`config.mk`:
```
export PLATFORM = sky130hd
export DESIGN_NAME = platform_scan_engine
export DESIGN_NICKNAME = d
export VERILOG_FILES = /design/src/rtl/platform_scan_engine.sv
export SDC_FILE = /design/constraint.sdc
export NUM_CORES = 1
export LEC_CHECK = 0
export CORE_MARGIN = 5
export CORE_UTILIZATION = 52
export CTS_CLUSTER_DIAMETER = 30
export DETAILED_ROUTE_END_ITERATION = 6
export PLACE_DENSITY = 0.79
export REMOVE_ABC_BUFFERS = 1
export SYNTH_ARGS = -nofsm -noshare
export SYNTH_HDL_FRONTEND = slang
export SYNTH_SLANG_ARGS = --single-unit
export TNS_END_PERCENT = 5
```
`constraint.sdc`:
```
create_clock -name clk_i -period 4.6 [get_ports clk_i]
set_input_delay 0.69 -clock clk_i [delete_from_list [all_inputs] [get_ports clk_i]]
set_output_delay 0.69 -clock clk_i [all_outputs]
set_load 0.02 [all_outputs]
```
`src/rtl/platform_scan_engine.sv`:
```
// platform_scan_engine: walks the platform table one entry per cycle and accumulates collision results.
// Define PLATFORM_SCAN_LAVA_EN to build the lava-surface check; otherwise in_lava_o is tied low.
module platform_scan_engine #(
  parameter int COORD_W  = 10,
  parameter int NUM_PLAT = 12,
  parameter int IDX_W    = 4,
  parameter int PLAYER_W = 16,
  parameter int PLAYER_H = 16,
  parameter int SNAP_TOL = 2,
  parameter int GOAL_TOL = 5,
  parameter int LAVA_Y   = 380
) (
  input  logic               clk_i,
  input  logic               reset_i,
  input  logic               start_i,
  input  logic [COORD_W-1:0] player_x_i,
  input  logic [COORD_W-1:0] player_y_i,
  output logic               busy_o,
  output logic               done_o,
  output logic [IDX_W-1:0]   plat_addr_o,
  output logic               plat_rd_o,
  input  logic [COORD_W-1:0] plat_x_min_i,
  input  logic [COORD_W-1:0] plat_x_max_i,
  input  logic [COORD_W-1:0] plat_y_top_i,
  input  logic [COORD_W-1:0] plat_y_bot_i,
  input  logic               plat_valid_i,
  input  logic               plat_goal_i,
  output logic               on_ground_o,
  output logic               hit_ceiling_o,
  output logic               hit_left_wall_o,
  output logic               hit_right_wall_o,
  output logic               at_goal_region_o,
  output logic               in_lava_o,
  output logic [COORD_W-1:0] support_y_o,
  output logic [IDX_W-1:0]   support_idx_o
);
  localparam int SW = COORD_W + 2;
  typedef logic signed [SW-1:0] s_t;
  typedef enum logic [1:0] {IDLE, ISSUE, SCAN, FINISH} state_e;
  typedef struct packed {
    logic               gnd;
    logic               ceil;
    logic               lw;
    logic               rw;
    logic               goal;
    logic [COORD_W-1:0] sy;
    logic [IDX_W-1:0]   si;
  } res_t;
  state_e             state_q;
  logic [COORD_W-1:0] px_q, py_q;
  logic [IDX_W-1:0]   idx_q, addr_q;
  logic               rd_q, busy_q, done_q;
  res_t               acc_q, acc_d, res_q;
  s_t                 left, right, py_s, feet, bot, xmn, xmx, ytp, ybt;
  logic               xo, yo, take, last, rd_nxt;
  logic [IDX_W:0]     nxt2;
`ifdef PLATFORM_SCAN_LAVA_EN
  logic               lava_q;
  assign in_lava_o = lava_q;
`else
  assign in_lava_o = 1'b0;
`endif
  // Widened signed geometry keeps x_max-TOL and py+H from wrapping at the field edges.
  always_comb begin
    left  = s_t'({2'b00, px_q});
    right = left + s_t'(PLAYER_W - 1);
    py_s  = s_t'({2'b00, py_q});
    feet  = py_s + s_t'(PLAYER_H);
    bot   = feet - s_t'(1);
    xmn   = s_t'({2'b00, plat_x_min_i});
    xmx   = s_t'({2'b00, plat_x_max_i});
    ytp   = s_t'({2'b00, plat_y_top_i});
    ybt   = s_t'({2'b00, plat_y_bot_i});
    xo    = (left <= xmx) && (right >= xmn);
    yo    = (py_s <= ybt) && (bot >= ytp);
    take  = plat_valid_i && xo && (ytp <= feet) && (feet <= ytp + s_t'(SNAP_TOL)) &&
            (!acc_q.gnd || plat_y_top_i > acc_q.sy);
    acc_d      = acc_q;
    acc_d.ceil = acc_q.ceil | (plat_valid_i & xo & yo & (ybt - s_t'(SNAP_TOL) <= py_s) & (py_s <= ybt));
    acc_d.lw   = acc_q.lw | (plat_valid_i & yo & (xmx - s_t'(SNAP_TOL) <= left) & (left <= xmx));
    acc_d.rw   = acc_q.rw | (plat_valid_i & yo & (xmn <= right) & (right <= xmn + s_t'(SNAP_TOL)));
    acc_d.goal = acc_q.goal | (plat_valid_i & plat_goal_i & xo & (ytp <= feet) & (feet <= ytp + s_t'(GOAL_TOL)));
    acc_d.gnd  = acc_q.gnd | take;
    acc_d.sy   = take ? plat_y_top_i : acc_q.sy;
    acc_d.si   = take ? idx_q : acc_q.si;
    nxt2   = {1'b0, idx_q} + (IDX_W+1)'(2);
    rd_nxt = nxt2 < (IDX_W+1)'(NUM_PLAT);
    last   = idx_q == IDX_W'(NUM_PLAT - 1);
  end
  always_ff @(posedge clk_i or posedge reset_i) begin
    if (reset_i) begin
      state_q <= IDLE;
      px_q    <= '0;
      py_q    <= '0;
      idx_q   <= '0;
      addr_q  <= '0;
      rd_q    <= 1'b0;
      busy_q  <= 1'b0;
      done_q  <= 1'b0;
      acc_q   <= '0;
      res_q   <= '0;
`ifdef PLATFORM_SCAN_LAVA_EN
      lava_q  <= 1'b0;
`endif
    end else begin
      done_q <= 1'b0;
      case (state_q)
        IDLE: if (start_i) begin
          px_q    <= player_x_i;
          py_q    <= player_y_i;
          acc_q   <= '0;
          rd_q    <= 1'b1;
          addr_q  <= '0;
          busy_q  <= 1'b1;
          state_q <= ISSUE;
        end
        ISSUE: begin
          idx_q   <= '0;
          rd_q    <= NUM_PLAT > 1;
          addr_q  <= (NUM_PLAT > 1) ? IDX_W'(1) : '0;
          state_q <= SCAN;
        end
        SCAN: begin
          acc_q  <= acc_d;
          idx_q  <= idx_q + IDX_W'(1);
          rd_q   <= rd_nxt;
          addr_q <= rd_nxt ? nxt2[IDX_W-1:0] : '0;
          if (last) begin
            res_q   <= acc_d;
            done_q  <= 1'b1;
            state_q <= FINISH;
`ifdef PLATFORM_SCAN_LAVA_EN
            lava_q  <= (feet >= s_t'(LAVA_Y)) && !acc_d.gnd;
`endif
          end
        end
        default: begin
          busy_q  <= 1'b0;
          state_q <= IDLE;
        end
      endcase
    end
  end
  assign busy_o           = busy_q;
  assign done_o           = done_q;
  assign plat_rd_o        = rd_q;
  assign plat_addr_o      = addr_q;
  assign on_ground_o      = res_q.gnd;
  assign hit_ceiling_o    = res_q.ceil;
  assign hit_left_wall_o  = res_q.lw;
  assign hit_right_wall_o = res_q.rw;
  assign at_goal_region_o = res_q.goal;
  assign support_y_o      = res_q.sy;
  assign support_idx_o    = res_q.si;
endmodule

```
==> qor.yml, run 1 <==
status: "finished clean"
synth_adder_area_share_pct: 21.1
drc: 0
power_density_nw_per_um2: 576
fin_skew_ns: 0.00925
cts_sinks: 71
fin_ws_ns: 0.406
tightest_slew_ns: 0.995
place.port_buffers: 90
die_y_um: 129
hold_viol: 0
critPathLaunch: "px_q[0]"
synth_edf_count: 0
ys_ff_latch: 71
ys_warn_count: 0
ios: 92
worst_path_max_delay_cell: "nor3b_1"
grt.total_usage_pct: 22.3
cts_tree: "yes"
syn_area_um2: 7310
placed_cell_area_um2: 8400
htree_num_levels: 3
routed_wl_mm: 18.1
crit_arrival_ns: 4.39
ys_top_cells_by_count: "ha_1, inv_1, dfrtp_1, nand2_1, o21ai_0"
seq_area_frac_synth_pct: 24.3
n_fill_cell: 1215
synth-simple-area-share_pct: 16.3
cp_max_fo: 40
start_util_pct: 52.9
max_freq_mhz: 238
crit_required_ns: 4.80
synth_compound_area_share_pct: 18.0
timing.slew.headroom_pct: 33.6
wl_per_cell_um: 16.1
clock_path_buffers: 2
regArea_um2: 1780
async_reset_ff_share_pct: 100
ir_drop_mv: 0.314
slew_viol_final: 0
worstSetupPathType: "flip-flop to flip-flop"
r2r_slack_ns: 0.41
rows: 43
setup_tns_ns: 0
dp.cells: 1105
synth_top_family_by_area: "adder cells"
vias: 6450
min_period_over_period_pct: 91.2
synthTopCellsByArea: "dfrtp_1, ha_1, xnor2_1"
power.total_mw: 5.03
synth-xor-area-share_pct: 8.18
grt_antenna_before_repair: 0
min_to: "support_idx_o[3]"
dr.pass1.iters: 5
overflow: 0
multi_input_area_um2: 5030
min_path_cells: 2
dp_slack_ns: 0.308
grt_max_degree: 47
finish.utilization_pct: 63.1
grt_pass1_vias: 6340
rr_startpoint: "px_q[0]"
cpPeakStageDelay_ns: 0.46
gp_congestion: 0.919
synth_top_area_cell: "dfrtp_1"
synth_ff_type: "dfrtp_1"
cts-root-buf: "clkbuf_16"
min_from: "support_idx_o[3]"
cts_setup_buffers: 0
rr_worst_depth: 16
die_x_um: 129
worstReg2RegEnd: "acc_q[4]"
crit_chain: "inv_1 -> ha_1 -> nor3b_1 -> nor2_1 -> xnor2_1 -> inv_1 -> ha_1 -> a22oi_1 -> o211ai_1 -> o221ai_1 -> o21ai_0 -> a2111oi_4 -> buf_12 -> and2b_1 -> a31oi_1 -> o211ai_1"
die-area_um2: 16500
fin_nets: 1123
drt-initial-drc-count: 355
avgViaCountPerCell: 5.75
hold_buffers: 0
syn-mean-instance-area_um2: 8.61
post-synth-top-count-cell: "ha_1"
startpoint_type: "flip-flop"
antenna_cells: 0
crit_family: "compound AO/OA/AOI/OAI gates"
p_leak_nw: 3.98
synth_mux_area_share_pct: 5.13
grt_pass1_wl_mm: 30.4
timing.max_cap.violations: 0
syn_to_final_growth_pct: 19.4
antenna_left: 0
post_cts_resized: 0
cts_inserted_buffers: 9
hold_path.class: "flip-flop to flip-flop"
stdcell_area_um2: 8730
syn_inst: 849
clkTransAtPathRegs_ns: 0.06
critPathCaptureType: "flip-flop"
layout-drive-gt1-share_pct: 6.38
whs_ns: 0.463
grt_setup_unrepaired: "false"
finalSetupViolCount: 0
worstSkewPairLatency_ns: 0.35
dpl.hpwl_mm: 14.1
ys_types: 66
fin_crit_ns: 4.19
synth_top_area_share_pct: 24.3
coreArea_um2: 13800
stdcell_count: 1121
critPathBufInv: 3
[worst min-delay path: stages, from the launching register on]
cell,delay (ns)
dfrtp_1,0.34
nand2_1,0.05
nand2_1,0.05
[cell families (layout without fill, tap and decap cells)]
family / after synthesis / count (layout)
other: 1 / 1
xor gates and xnor gates: 62 / 62
adders and majority gates: 124 / 124
DFF: 71 / 71
and+or+nand+nor: 239 / 239
AOI/OAI and AO/OA: 198 / 198
muxes: 35 / 35
buffers and inverters: 119 / 211
[flip-flops by register name, indices dropped and copies added, names as in the netlist, 2 cells and up]
register       cells
acc_q             19
idx_q              4
plat_addr_o        4
px_q              10
py_q              10
state_q            2
support_idx_o      4
support_y_o       10
[routing by layer]
metal	wire length, um	GRT usage, %	vias up
met4	317	7.47	0
met1	8380	30.0	3021
li1	-	-	3222
met2	8560	37.7	180
met3	841	2.12	27
met5	0	0	-
[placed cells by master (no fill, tap or decap), types with 7 or more instances in the layout]
cell,count
clkdlybuf4s50_1,90
nor2b_1,16
o21ai_1,9
dfrtp_1,71
nand3_1,39
a21o_1,15
o21ai_0,55
inv_1,87
a21oi_1,41
nand2b_1,8
nand4_1,27
mux2_2,20
ha_1,122
xor2_1,14
o21bai_1,7
buf_4,14
and3_1,11
nand2_1,70
mux2i_1,15
nor3_1,21
nor2_1,28
clkbuf_16,9
a22oi_1,10
xnor2_1,44
[worst max-delay path by stage]
stage | endpoint | slack (ns) | depth (start not counted)
detailed placement | acc_q[4] | 0.31 | 14
global placement | acc_q[4] | 0.36 | 14
global route | acc_q[4] | 0.05 | 16
CTS | acc_q[4] | 0.43 | 16
finish | acc_q[4] | 0.41 | 16
floorplan | acc_q[3] | 0.06 | 15
[report_power, final]
part           total, mW  internal [mW]  switching [mW]
Combinational       3.13           1.41            1.72
Sequential          1.11          0.828           0.282
Clock              0.790          0.483           0.307
[cell type report]
class | count | share of cell area (%)
clock buffers | 9 | 2.58
clock inverters | 7 | 1.20
inverters | 90 | 3.87
multi-input cells | 659 | 57.7
flip-flops and latches | 71 | 20.4
well taps | 180 | 2.58
repair buffers | 105 | 11.8
No activity file was read; power rests on OpenSTA's default activity.
==> inputs of run 2 (changes only) <==
CAP_MARGIN = 40   (was not set)
==> run 2 against run 1 <==
  * Final cell count up 0.18%
  * Combinational power about the same
  * Clock skew about the same
  * Wire length down 0.33%
  * Utilization up 0.081 points
  * Cell area up 0.13%
  * Global-route usage about the same
  * Sequential share of layout area about the same
  * Via count unchanged
  * Critical endpoint unchanged
==> qor.yml, run 2 (synthesized netlist as in run 1, its figures left out) <==
status: "finished clean"
worstSkewPairLatency_ns: 0.34
gp_congestion: 0.919
mostFrequentLayoutCell: "ha_1"
n_fill_cell: 1201
timing.slew.headroom_pct: 38.7
crit_required_ns: 4.80
min_period_over_period_pct: 91.1
cts_inserted_buffers: 9
antenna_cells: 0
slew_viol_final: 0
regArea_um2: 1780
highest_layer: "met4"
min_path_cells: 2
post_cts_resized: 0
startpoint_type: "flip-flop"
cts_tree: "yes"
antenna_left: 0
timing.max_cap.violations: 0
critPathCaptureType: "flip-flop"
dp_slack_ns: 0.293
layout_common_cells: "ha_1, clkdlybuf4s50_1, inv_1"
htree_num_levels: 3
grt.total_usage_pct: 22.3
grt_pass1_vias: 6342
cts_sinks: 71
hold_viol: 0
grt_pass1_wl_mm: 30.6
rows: 43
cp_max_fo: 40
grt_antenna_before_repair: 0
wl_met2_mm: 8.36
syn_to_final_growth_pct: 19.5
largest_register_ffs: 19
worstSetupPathType: "flip-flop to flip-flop"
fin_skew_ns: 0.00918
cts-root-buf: "clkbuf_16"
overflow: 0
dr.pass1.iters: 5
finalSetupViolCount: 0
coreArea_um2: 13800
hold_path.class: "flip-flop to flip-flop"
ios: 92
layout-drive-gt1-share_pct: 6.57
wl_met1_mm: 8.45
max_freq_mhz: 239
p_leak_nw: 3.99
setup_tns_ns: 0
fin_crit_ns: 4.19
multi_input_area_um2: 5030
routed_wl_mm: 18.0
fin_ws_ns: 0.411
tightest_slew_ns: 0.916
clkTransAtPathRegs_ns: 0.06
grt_max_degree: 41
die-area_um2: 16500
hold_buffers: 0
grt_setup_unrepaired: "false"
avgViaCountPerCell: 5.74
wl_per_cell_um: 16.1
place.port_buffers: 90
cts_setup_buffers: 0
clock_path_buffers: 2
dpl.hpwl_mm: 14.2
fin_nets: 1125
drt-initial-drc-count: 403
ir_drop_mv: 0.270
power_density_nw_per_um2: 568
route.met3.wl_um: 861
die_y_um: 129
vias: 6450
regMostFlops: "acc_q"
start_util_pct: 52.9
die_x_um: 129
rr_worst_depth: 16
crit_arrival_ns: 4.39
drc: 0
## run 2: cell types whose count changed in the layout (fill, tap and decap cells not counted), sizes merged
cell,before,now
buf,15,17
bufinv,2,1
clkbuf,9,10
clkinvlp,1,2
inv,90,89
## run 2: layout make-up
type | instances | share of cell area (%)
repair buffers | 107 | 12.1
clock buffers | 10 | 2.73
multi-input cells | 659 | 57.6
clock inverters | 6 | 0.773
inverters | 90 | 3.87
well taps | 180 | 2.58
flip-flops and latches | 71 | 20.3
## run 2: path summary, 6_finish.rpt
check                                  from               end  slack [ns]
setup / recovery                    px_q[0]          acc_q[4]        0.41
setup reg to reg                    px_q[0]          acc_q[4]        0.41
min in group asynchronous           reset_i          acc_q[3]        0.73
hold reg to reg            support_idx_o[3]  support_idx_o[3]        0.46
hold / removal             support_idx_o[3]  support_idx_o[3]        0.46
max in group asynchronous           reset_i          idx_q[3]        3.29
## run 2: stage by stage
stage               std cells  util [%]  total power, mW  hold slack, ns  area [um^2]
global placement         1105      60.7             4.12           0.450         8400
CTS                      1123      63.2             4.97           0.471         8740
floorplan                 820         -             3.31           0.465         7150
detailed placement       1107      61.0             4.21           0.457         8430
global route             1123      63.2             5.46           0.488         8740
finish                   1123      63.2             4.97           0.463         8740
## run 2: worst max-delay path: stages (launching register included)
cell       delay (ns)
dfrtp_1          0.44
inv_1            0.14
ha_1             0.20
nor3b_1          0.47
nor2_1           0.12
xnor2_1          0.25
inv_1            0.07
ha_1             0.32
a22oi_1          0.20
o211ai_1         0.12
o221ai_1         0.25
o21ai_0          0.35
a2111oi_4        0.36
buf_12           0.26
and2b_1          0.22
a31oi_1          0.13
o211ai_1         0.10
## run 2: metal layers
metal,track usage [%],up-vias
li1,-,3230
met1,30.4,3016
met2,37.1,175
met3,2.08,29
met4,7.97,0
met5,0,-
## run 2: where the power goes
part	total [mW]	switching [mW]	internal (mW)	leakage (nW)
Clock	0.735	0.298	0.437	0.145
Sequential	1.11	0.279	0.828	0.905
Combinational	3.12	1.71	1.41	2.94
